==> config.mk <==
export PLATFORM = sky130hd
export DESIGN_NAME = icache_miss_refill_flat
export DESIGN_NICKNAME = d
export VERILOG_FILES = /design/src/rtl/icache_pkg.sv /design/src/rtl/icache_miss_refill_if.sv /design/src/rtl/refill_beat_counter.sv /design/src/rtl/icache_miss_refill.sv /design/src/flat_wrapper.sv
export SDC_FILE = /design/constraint.sdc
export NUM_CORES = 1
export LEC_CHECK = 0
export ABC_AREA = 1
export BUFFER_PORTS_ARGS = -buffer_cell sky130_fd_sc_hd__buf_4
export CAP_MARGIN = 20
export CORE_MARGIN = 3
export CORE_UTILIZATION = 53
export CTS_CLUSTER_DIAMETER = 120
export DETAILED_ROUTE_END_ITERATION = 8
export GPL_ROUTABILITY_DRIVEN = 0
export GPL_TIMING_DRIVEN = 1
export PLACE_DENSITY = 0.88
export SYNTH_ARGS = -nofsm -noshare
export SYNTH_HDL_FRONTEND = slang
export SYNTH_SLANG_ARGS = --single-unit
==> constraint.sdc <==
create_clock -name clock_i -period 15.67 [get_ports clock_i]
set_input_delay 0 -clock clock_i [delete_from_list [all_inputs] [get_ports clock_i]]
set_output_delay 0 -clock clock_i [all_outputs]
set_load 0.02 [all_outputs]
==> src/rtl/icache_pkg.sv <==
// Shared sizing, FSM encoding and address/tag helpers for the I-cache miss refill path.
package icache_pkg;

    localparam int OFFSET_SIZE    = 5;
    localparam int INDEX_SIZE     = 8;
    localparam int TAG_SIZE       = 64 - (OFFSET_SIZE + INDEX_SIZE);
    localparam int LINE_BYTES     = 2 ** OFFSET_SIZE;
    localparam int BUS_BYTES      = 8;
    localparam int BUS_W          = BUS_BYTES * 8;
    localparam int BEATS_PER_LINE = LINE_BYTES / BUS_BYTES;
    localparam int BEAT_W         = $clog2(BEATS_PER_LINE);
    localparam int TAG_VALID_BIT  = 0;

    typedef enum logic [2:0] {
        IDLE,
        REQ,
        FILL,
        TAGWR,
        DONE
    } refill_state_e;

    function automatic logic [63:0] line_addr(input logic [TAG_SIZE-1:0]   tag,
                                              input logic [INDEX_SIZE-1:0] index);
        return {tag, index, {OFFSET_SIZE{1'b0}}};
    endfunction

    // Valid flag sits in the first (most significant) field of the tag entry.
    function automatic logic [TAG_SIZE:0] tag_entry(input logic [TAG_SIZE-1:0] tag);
        logic [TAG_SIZE:0] e;
        e                           = '0;
        e[TAG_SIZE - TAG_VALID_BIT] = 1'b1;
        e[TAG_SIZE-1:0]             = tag;
        return e;
    endfunction

endpackage

==> src/rtl/icache_miss_refill_if.sv <==
// Miss request, memory read bus and cache write ports of the I-cache refill handler.
interface icache_miss_refill_if;
    import icache_pkg::*;

    logic                  isCacheMiss_i;
    logic [TAG_SIZE-1:0]   missTag_i;
    logic [INDEX_SIZE-1:0] missIndex_i;
    logic [OFFSET_SIZE-1:0] missOffset_i;
    logic                  memReq_o;
    logic [63:0]           memAddr_o;
    logic                  memAck_i;
    logic                  memDataValid_i;
    logic [BUS_W-1:0]      memData_i;
    logic                  instrWriteEnable_o;
    logic [INDEX_SIZE-1:0] instrWriteIndex_o;
    logic [BEAT_W-1:0]     instrWriteBeat_o;
    logic [BUS_W-1:0]      instrWriteData_o;
    logic                  tagWriteEnable_o;
    logic [INDEX_SIZE-1:0] tagWriteIndex_o;
    logic [TAG_SIZE:0]     tagWriteData_o;
    logic                  isCacheMissResolved_o;
    logic                  busy_o;

    // Environment side: fetch stage 2, memory port and cache arrays.
    modport master (
        output isCacheMiss_i, missTag_i, missIndex_i, missOffset_i,
        output memAck_i, memDataValid_i, memData_i,
        input  memReq_o, memAddr_o,
        input  instrWriteEnable_o, instrWriteIndex_o, instrWriteBeat_o, instrWriteData_o,
        input  tagWriteEnable_o, tagWriteIndex_o, tagWriteData_o,
        input  isCacheMissResolved_o, busy_o
    );

    // Refill handler side.
    modport slave (
        input  isCacheMiss_i, missTag_i, missIndex_i, missOffset_i,
        input  memAck_i, memDataValid_i, memData_i,
        output memReq_o, memAddr_o,
        output instrWriteEnable_o, instrWriteIndex_o, instrWriteBeat_o, instrWriteData_o,
        output tagWriteEnable_o, tagWriteIndex_o, tagWriteData_o,
        output isCacheMissResolved_o, busy_o
    );

endinterface

==> src/rtl/refill_beat_counter.sv <==
// Beat slot counter for one line refill; wraps to zero exactly after the last beat.
module refill_beat_counter
    import icache_pkg::*;
(
    input  logic              clock_i,
    input  logic              reset_i,
    input  logic              load_i,
    input  logic              inc_i,
    output logic [BEAT_W-1:0] count_o,
    output logic              last_o
);

    logic [BEAT_W-1:0] count_q, count_d;

    // A load coinciding with a beat accepts slot 0 and moves on to slot 1.
    always_comb begin
        count_d = count_q;
        if (load_i) begin
            count_d = inc_i ? BEAT_W'(1) : '0;
        end else if (inc_i) begin
            count_d = count_q + BEAT_W'(1);
        end
    end

    always_ff @(posedge clock_i or posedge reset_i) begin
        if (reset_i) begin
            count_q <= '0;
        end else begin
            count_q <= count_d;
        end
    end

    assign count_o = count_q;
    assign last_o  = (count_q == BEAT_W'(BEATS_PER_LINE - 1));

endmodule

==> src/rtl/icache_miss_refill.sv <==
// I-cache miss handler: requests the missing line, streams beats into instruction memory,
// installs the tag after the last beat and pulses resolved to release fetch.
module icache_miss_refill
    import icache_pkg::*;
(
    input  logic                 clock_i,
    input  logic                 reset_i,
    icache_miss_refill_if.slave  bus
);

    refill_state_e         state_q, state_d;
    logic [TAG_SIZE-1:0]   miss_tag_q, miss_tag_d;
    logic [INDEX_SIZE-1:0] miss_index_q, miss_index_d;
    logic                  mem_req_q, mem_req_d;
    logic [63:0]           mem_addr_q, mem_addr_d;
    logic                  instr_we_q, instr_we_d;
    logic [INDEX_SIZE-1:0] instr_idx_q, instr_idx_d;
    logic [BEAT_W-1:0]     instr_beat_q, instr_beat_d;
    logic [BUS_W-1:0]      instr_data_q, instr_data_d;
    logic                  tag_we_q, tag_we_d;
    logic [INDEX_SIZE-1:0] tag_idx_q, tag_idx_d;
    logic [TAG_SIZE:0]     tag_data_q, tag_data_d;
    logic                  resolved_q, resolved_d;
    logic                  busy_q, busy_d;

    logic                  cnt_load, cnt_inc, cnt_last;
    logic [BEAT_W-1:0]     cnt;
    logic                  unused_offset;

    assign unused_offset = ^bus.missOffset_i;

    refill_beat_counter u_beat_cnt (
        .clock_i (clock_i),
        .reset_i (reset_i),
        .load_i  (cnt_load),
        .inc_i   (cnt_inc),
        .count_o (cnt),
        .last_o  (cnt_last)
    );

    always_comb begin
        state_d      = state_q;
        miss_tag_d   = miss_tag_q;
        miss_index_d = miss_index_q;
        mem_req_d    = mem_req_q;
        mem_addr_d   = mem_addr_q;
        instr_we_d   = 1'b0;
        instr_idx_d  = '0;
        instr_beat_d = '0;
        instr_data_d = '0;
        tag_we_d     = 1'b0;
        tag_idx_d    = '0;
        tag_data_d   = '0;
        resolved_d   = 1'b0;
        cnt_load     = 1'b0;
        cnt_inc      = 1'b0;

        unique case (state_q)
            IDLE: begin
                if (bus.isCacheMiss_i) begin
                    miss_tag_d   = bus.missTag_i;
                    miss_index_d = bus.missIndex_i;
                    mem_addr_d   = line_addr(bus.missTag_i, bus.missIndex_i);
                    mem_req_d    = 1'b1;
                    state_d      = REQ;
                end
            end
            REQ: begin
                if (bus.memAck_i) begin
                    mem_req_d  = 1'b0;
                    mem_addr_d = '0;
                    cnt_load   = 1'b1;
                    state_d    = FILL;
                    if (bus.memDataValid_i) begin
                        cnt_inc      = 1'b1;
                        instr_we_d   = 1'b1;
                        instr_idx_d  = miss_index_q;
                        instr_data_d = bus.memData_i;
                    end
                end
            end
            FILL: begin
                if (bus.memDataValid_i) begin
                    cnt_inc      = 1'b1;
                    instr_we_d   = 1'b1;
                    instr_idx_d  = miss_index_q;
                    instr_beat_d = cnt;
                    instr_data_d = bus.memData_i;
                    // Tag output is armed on the last-beat edge so it lands in the TAGWR cycle.
                    if (cnt_last) begin
                        tag_we_d   = 1'b1;
                        tag_idx_d  = miss_index_q;
                        tag_data_d = tag_entry(miss_tag_q);
                        state_d    = TAGWR;
                    end
                end
            end
            TAGWR: begin
                resolved_d = 1'b1;
                state_d    = DONE;
            end
            DONE: begin
                state_d = IDLE;
            end
            default: state_d = IDLE;
        endcase

        busy_d = (state_d != IDLE);
    end

    always_ff @(posedge clock_i or posedge reset_i) begin
        if (reset_i) begin
            state_q      <= IDLE;
            miss_tag_q   <= '0;
            miss_index_q <= '0;
            mem_req_q    <= 1'b0;
            mem_addr_q   <= '0;
            instr_we_q   <= 1'b0;
            instr_idx_q  <= '0;
            instr_beat_q <= '0;
            instr_data_q <= '0;
            tag_we_q     <= 1'b0;
            tag_idx_q    <= '0;
            tag_data_q   <= '0;
            resolved_q   <= 1'b0;
            busy_q       <= 1'b0;
        end else begin
            state_q      <= state_d;
            miss_tag_q   <= miss_tag_d;
            miss_index_q <= miss_index_d;
            mem_req_q    <= mem_req_d;
            mem_addr_q   <= mem_addr_d;
            instr_we_q   <= instr_we_d;
            instr_idx_q  <= instr_idx_d;
            instr_beat_q <= instr_beat_d;
            instr_data_q <= instr_data_d;
            tag_we_q     <= tag_we_d;
            tag_idx_q    <= tag_idx_d;
            tag_data_q   <= tag_data_d;
            resolved_q   <= resolved_d;
            busy_q       <= busy_d;
        end
    end

    assign bus.memReq_o              = mem_req_q;
    assign bus.memAddr_o             = mem_addr_q;
    assign bus.instrWriteEnable_o    = instr_we_q;
    assign bus.instrWriteIndex_o     = instr_idx_q;
    assign bus.instrWriteBeat_o      = instr_beat_q;
    assign bus.instrWriteData_o      = instr_data_q;
    assign bus.tagWriteEnable_o      = tag_we_q;
    assign bus.tagWriteIndex_o       = tag_idx_q;
    assign bus.tagWriteData_o        = tag_data_q;
    assign bus.isCacheMissResolved_o = resolved_q;
    assign bus.busy_o                = busy_q;

endmodule
==> src/flat_wrapper.sv <==
// flat-port wrapper written by rule: the top's interface ports become plain ports
module icache_miss_refill_flat import icache_pkg::*;
  (clock_i, reset_i, bus_isCacheMiss_i, bus_missTag_i, bus_missIndex_i, bus_missOffset_i, bus_memAck_i, bus_memDataValid_i, bus_memData_i, bus_memReq_o, bus_memAddr_o, bus_instrWriteEnable_o, bus_instrWriteIndex_o, bus_instrWriteBeat_o, bus_instrWriteData_o, bus_tagWriteEnable_o, bus_tagWriteIndex_o, bus_tagWriteData_o, bus_isCacheMissResolved_o, bus_busy_o);
  icache_miss_refill_if bus_i ();
  input  logic clock_i;
  input  logic reset_i;
  input wire logic [$bits(bus_i.isCacheMiss_i)-1:0] bus_isCacheMiss_i;
  input wire logic [$bits(bus_i.missTag_i)-1:0] bus_missTag_i;
  input wire logic [$bits(bus_i.missIndex_i)-1:0] bus_missIndex_i;
  input wire logic [$bits(bus_i.missOffset_i)-1:0] bus_missOffset_i;
  input wire logic [$bits(bus_i.memAck_i)-1:0] bus_memAck_i;
  input wire logic [$bits(bus_i.memDataValid_i)-1:0] bus_memDataValid_i;
  input wire logic [$bits(bus_i.memData_i)-1:0] bus_memData_i;
  output wire logic [$bits(bus_i.memReq_o)-1:0] bus_memReq_o;
  output wire logic [$bits(bus_i.memAddr_o)-1:0] bus_memAddr_o;
  output wire logic [$bits(bus_i.instrWriteEnable_o)-1:0] bus_instrWriteEnable_o;
  output wire logic [$bits(bus_i.instrWriteIndex_o)-1:0] bus_instrWriteIndex_o;
  output wire logic [$bits(bus_i.instrWriteBeat_o)-1:0] bus_instrWriteBeat_o;
  output wire logic [$bits(bus_i.instrWriteData_o)-1:0] bus_instrWriteData_o;
  output wire logic [$bits(bus_i.tagWriteEnable_o)-1:0] bus_tagWriteEnable_o;
  output wire logic [$bits(bus_i.tagWriteIndex_o)-1:0] bus_tagWriteIndex_o;
  output wire logic [$bits(bus_i.tagWriteData_o)-1:0] bus_tagWriteData_o;
  output wire logic [$bits(bus_i.isCacheMissResolved_o)-1:0] bus_isCacheMissResolved_o;
  output wire logic [$bits(bus_i.busy_o)-1:0] bus_busy_o;
  assign bus_i.isCacheMiss_i = bus_isCacheMiss_i;
  assign bus_i.missTag_i = bus_missTag_i;
  assign bus_i.missIndex_i = bus_missIndex_i;
  assign bus_i.missOffset_i = bus_missOffset_i;
  assign bus_i.memAck_i = bus_memAck_i;
  assign bus_i.memDataValid_i = bus_memDataValid_i;
  assign bus_i.memData_i = bus_memData_i;
  assign bus_memReq_o = bus_i.memReq_o;
  assign bus_memAddr_o = bus_i.memAddr_o;
  assign bus_instrWriteEnable_o = bus_i.instrWriteEnable_o;
  assign bus_instrWriteIndex_o = bus_i.instrWriteIndex_o;
  assign bus_instrWriteBeat_o = bus_i.instrWriteBeat_o;
  assign bus_instrWriteData_o = bus_i.instrWriteData_o;
  assign bus_tagWriteEnable_o = bus_i.tagWriteEnable_o;
  assign bus_tagWriteIndex_o = bus_i.tagWriteIndex_o;
  assign bus_tagWriteData_o = bus_i.tagWriteData_o;
  assign bus_isCacheMissResolved_o = bus_i.isCacheMissResolved_o;
  assign bus_busy_o = bus_i.busy_o;
  icache_miss_refill u_core (.clock_i(clock_i), .reset_i(reset_i), .bus(bus_i));
endmodule
==> flow_summary.toml <==
[run_status]
status = "complete, no violations"

[synth]
yosysWarnings = 0
ys_seq_area_share_pct = 69.4
ys.flop_type = "dfrtp_1"
synth_seq_cells = 261
netlist_instances = 906
synth_edf_count = 0
synth_adder_area_share_pct = 0.133
synth_xor_area_share_pct = 0
synthTopCellsByArea = "dfrtp_1 69%, inv_1 7.5%, o21ai_0 6.2%"
yosysTopAreaCell = "dfrtp_1"
async_reset_ff_share_pct = 100
syn_area_per_cell_sq_um = 10.4
synth_compound_area_share_pct = 6.49
synthSimpleGateAreaFrac_pct = 12.5
synth_top_family_by_area = "simple AND/OR/NAND/NOR gates"
ys_types = 24
synth_area_sq_um = 9410
yosysTopAreaCellShare_pct = 69.4
synthMuxAreaShare_pct = 0

[placement]
placed_cells = 1415
place_area_sq_um = 11900
io_buffers = 325
hpwl_um = 16300
pre_cts_ws_ns = 13.00

[layout]
area_delta_synth_final_pct = 50.7
nNetsFinal = 1479
design_area_sq_um = 14200
drive_gt1_share_pct = 28.8
nFillCells = 895
fin_cells = 1589

[die]
fp.dieH_um = 139
start_util_pct = 54.2
core_area_sq_um = 17400
die_w_um = 139
io_pins = 336
core.rowCount = 48
die-area_sq_um = 19400

[timing]
slew_headroom_pct = 36.1
fin_ws_ns = 13.21
fin_setup_tns_ns = 0
setup_violations = 0
maxSlewViolCount = 0
finalHoldViolations = 0
period_minus_slack_ns = 2.46
clock.fmax_mhz = 406
skew_ns = 0.0219
period_share_pct = 15.7
rsz0062_at_grt = "false"
tightest_slew_ns = 0.959

[cts]
cts_tree = "done"
htreeDepth = 1
cts_buffers = 26
cts_sinks = 261
cts_root_buf = "clkbuf_16"
clk_pin_slew_ns = 0.06
clockBufferDepth = 3
clk_latency_ns = 0.53

[critical_path]
required_ns = 16.22
rrSetupSlack_ns = 13.53
crit_family = "buffers and inverters"
cp.buffers_inverters = 5
worst_path_most_repeated_cell = "buf_4"
worst-setup-path-type = "in -> async"
slowest_delay_ns = 0.86
crit_path_top_delay_cell = "buf_4"
cp-start-kind = "primary input"
critPathArrivalTime_ns = 3.02
path_max_fanout = 120
worstSetupEndpointType = "asynchronous set/reset pin"
crit_chain = "dlygate4sd3_1, buf_4, inv_8, buf_4, buf_4"

[global_route]
antenna_found_initial = 1
grt_pass1_vias = 8603
grt_pass1_wl_um = 46900
grt_use_total_pct = 30.7
grt_max_degree = 134
grt-ovfl-total = 0

[drt]
dr_total_vias = 7943
drt_pass1_iterations = 5
wl_um = 30400
final_antenna_net_count = 0
wl_per_cell_um = 19.1
drtIter0Drc = 471
routed_via_density = 5.00
drc = 0

[pwr]
peakVddDrop_v = 0.000102
p_per_area_nw_per_um2 = 171
leakage_nw = 7.87
fin_total_pwr_mw = 2.42

[flow_run]
cap_violations = 0

[worst_hold_path]
min_path_type = "in -> reg"
-- synth_stat cells (3+ instances only) --
library cell / number
dfrtp_1: 261
inv_1: 189
nor2_1: 129
o21ai_0: 116
nand2_1: 72
nand3_1: 59
buf_2: 15
buf_6: 13
clkbuf_1: 13
buf_4: 11
nor2_2: 7
nand4_1: 3
o21ai_1: 3
-- registers in the layout (all words and copies together) (netlist names), 2 cells and up --
register                      count
u_core.bus.instrWriteData_o      64
u_core.u_beat_cnt.count_o         2
u_core.bus.tagWriteData_o        52
u_core.miss_tag_q                51
u_core.bus.instrWriteIndex_o      8
u_core.state_q                    3
u_core.bus.tagWriteIndex_o        8
u_core.bus.instrWriteBeat_o       2
u_core.bus.memAddr_o             59
u_core.miss_index_q               8
-- worst paths after layout --
path,startpoint,endpoint,cells after the start
hold / removal,bus_isCacheMiss_i,u_core.miss_tag_q[50],4
min in group asynchronous,reset_i,u_core.bus.instrWriteData_o[49],3
max in group clock_i,u_core.state_q[1],u_core.bus.memAddr_o[37],6
setup reg to reg,u_core.state_q[1],u_core.bus.memAddr_o[37],6
setup / recovery,reset_i,u_core.miss_tag_q[34],5
hold reg to reg,u_core.bus.memReq_o,u_core.bus.memReq_o,2
-- metal layers --
| layer | track usage, % | routed length, um | vias to the layer above |
|---|---|---|---|
| met5 | 0 | 0 | - |
| met4 | 17.2 | 1910 | 0 |
| met3 | 7.94 | 2360 | 120 |
| met2 | 55.0 | 15700 | 388 |
| met1 | 32.8 | 10500 | 3858 |
| li1 | - | - | 3577 |
-- report_power, final --
part	internal [mW]	leakage (nW)	total, mW	switching [mW]
clock network	0.469	0.497	0.731	0.262
logic	0.272	3.93	0.727	0.455
registers	0.856	3.45	0.964	0.108
-- timing repair --
action	CTS	global route
endpoints found under the hold margin	309	0
gates resized for setup	0	0
buffers inserted	0	0
hold buffers	126	0
-- worst register-to-register path, stage by stage (launching register included) --
cell	delay, ns
dfrtp_1	0.41
inv_1	0.13
nand3_4	0.09
buf_4	0.28
buf_4	0.75
nand3_1	0.23
o21ai_0	0.15
-- per-stage QoR --
| stage | hold WS (ns) | util, % |
|---|---|---|
| 6_report | 0.0503 | 81.7 |
| 2_1_floorplan | 0.106 | - |
| 5_1_grt | 0.0660 | 81.7 |
| 3_5_place_dp | 0.207 | 68.4 |
| 4_1_cts | 0.235 | 81.6 |
| 3_3_place_gp | 0.206 | 68.3 |
-- logic make-up after synthesis --
group / Yosys count
compound gates: 121
fa+ha+maj: 1
buf+inv: 244
flops: 261
other cells: 1
simple gates: 278
-- cells in the final DEF, fill, tap and decap left out, drive strengths merged --
master       count
conb             5
dlygate4sd3    126
o21ai          119
nor2           138
clkbuf          34
nand4            3
clkinvlp         1
bufinv           8
inv            193
clkinv           2
diode            1
ha               1
nor3             2
nand3           60
dfrtp          261
nand2           74
nand3b           1
buf            333
o211ai           2
-- final cells by class --
type	instances	area, sq um	area share [%]
inverters	192	731	5.15
diodes	1	2.50	0.0176
clock inverters	12	267	1.88
flip-flops and latches	261	6530	46.0
repair buffers	459	3790	26.7
clock buffers	34	752	5.30
multi-input cells	405	1830	12.9
well taps	225	282	1.98
Note: power is estimated with default switching activity, not from simulation.
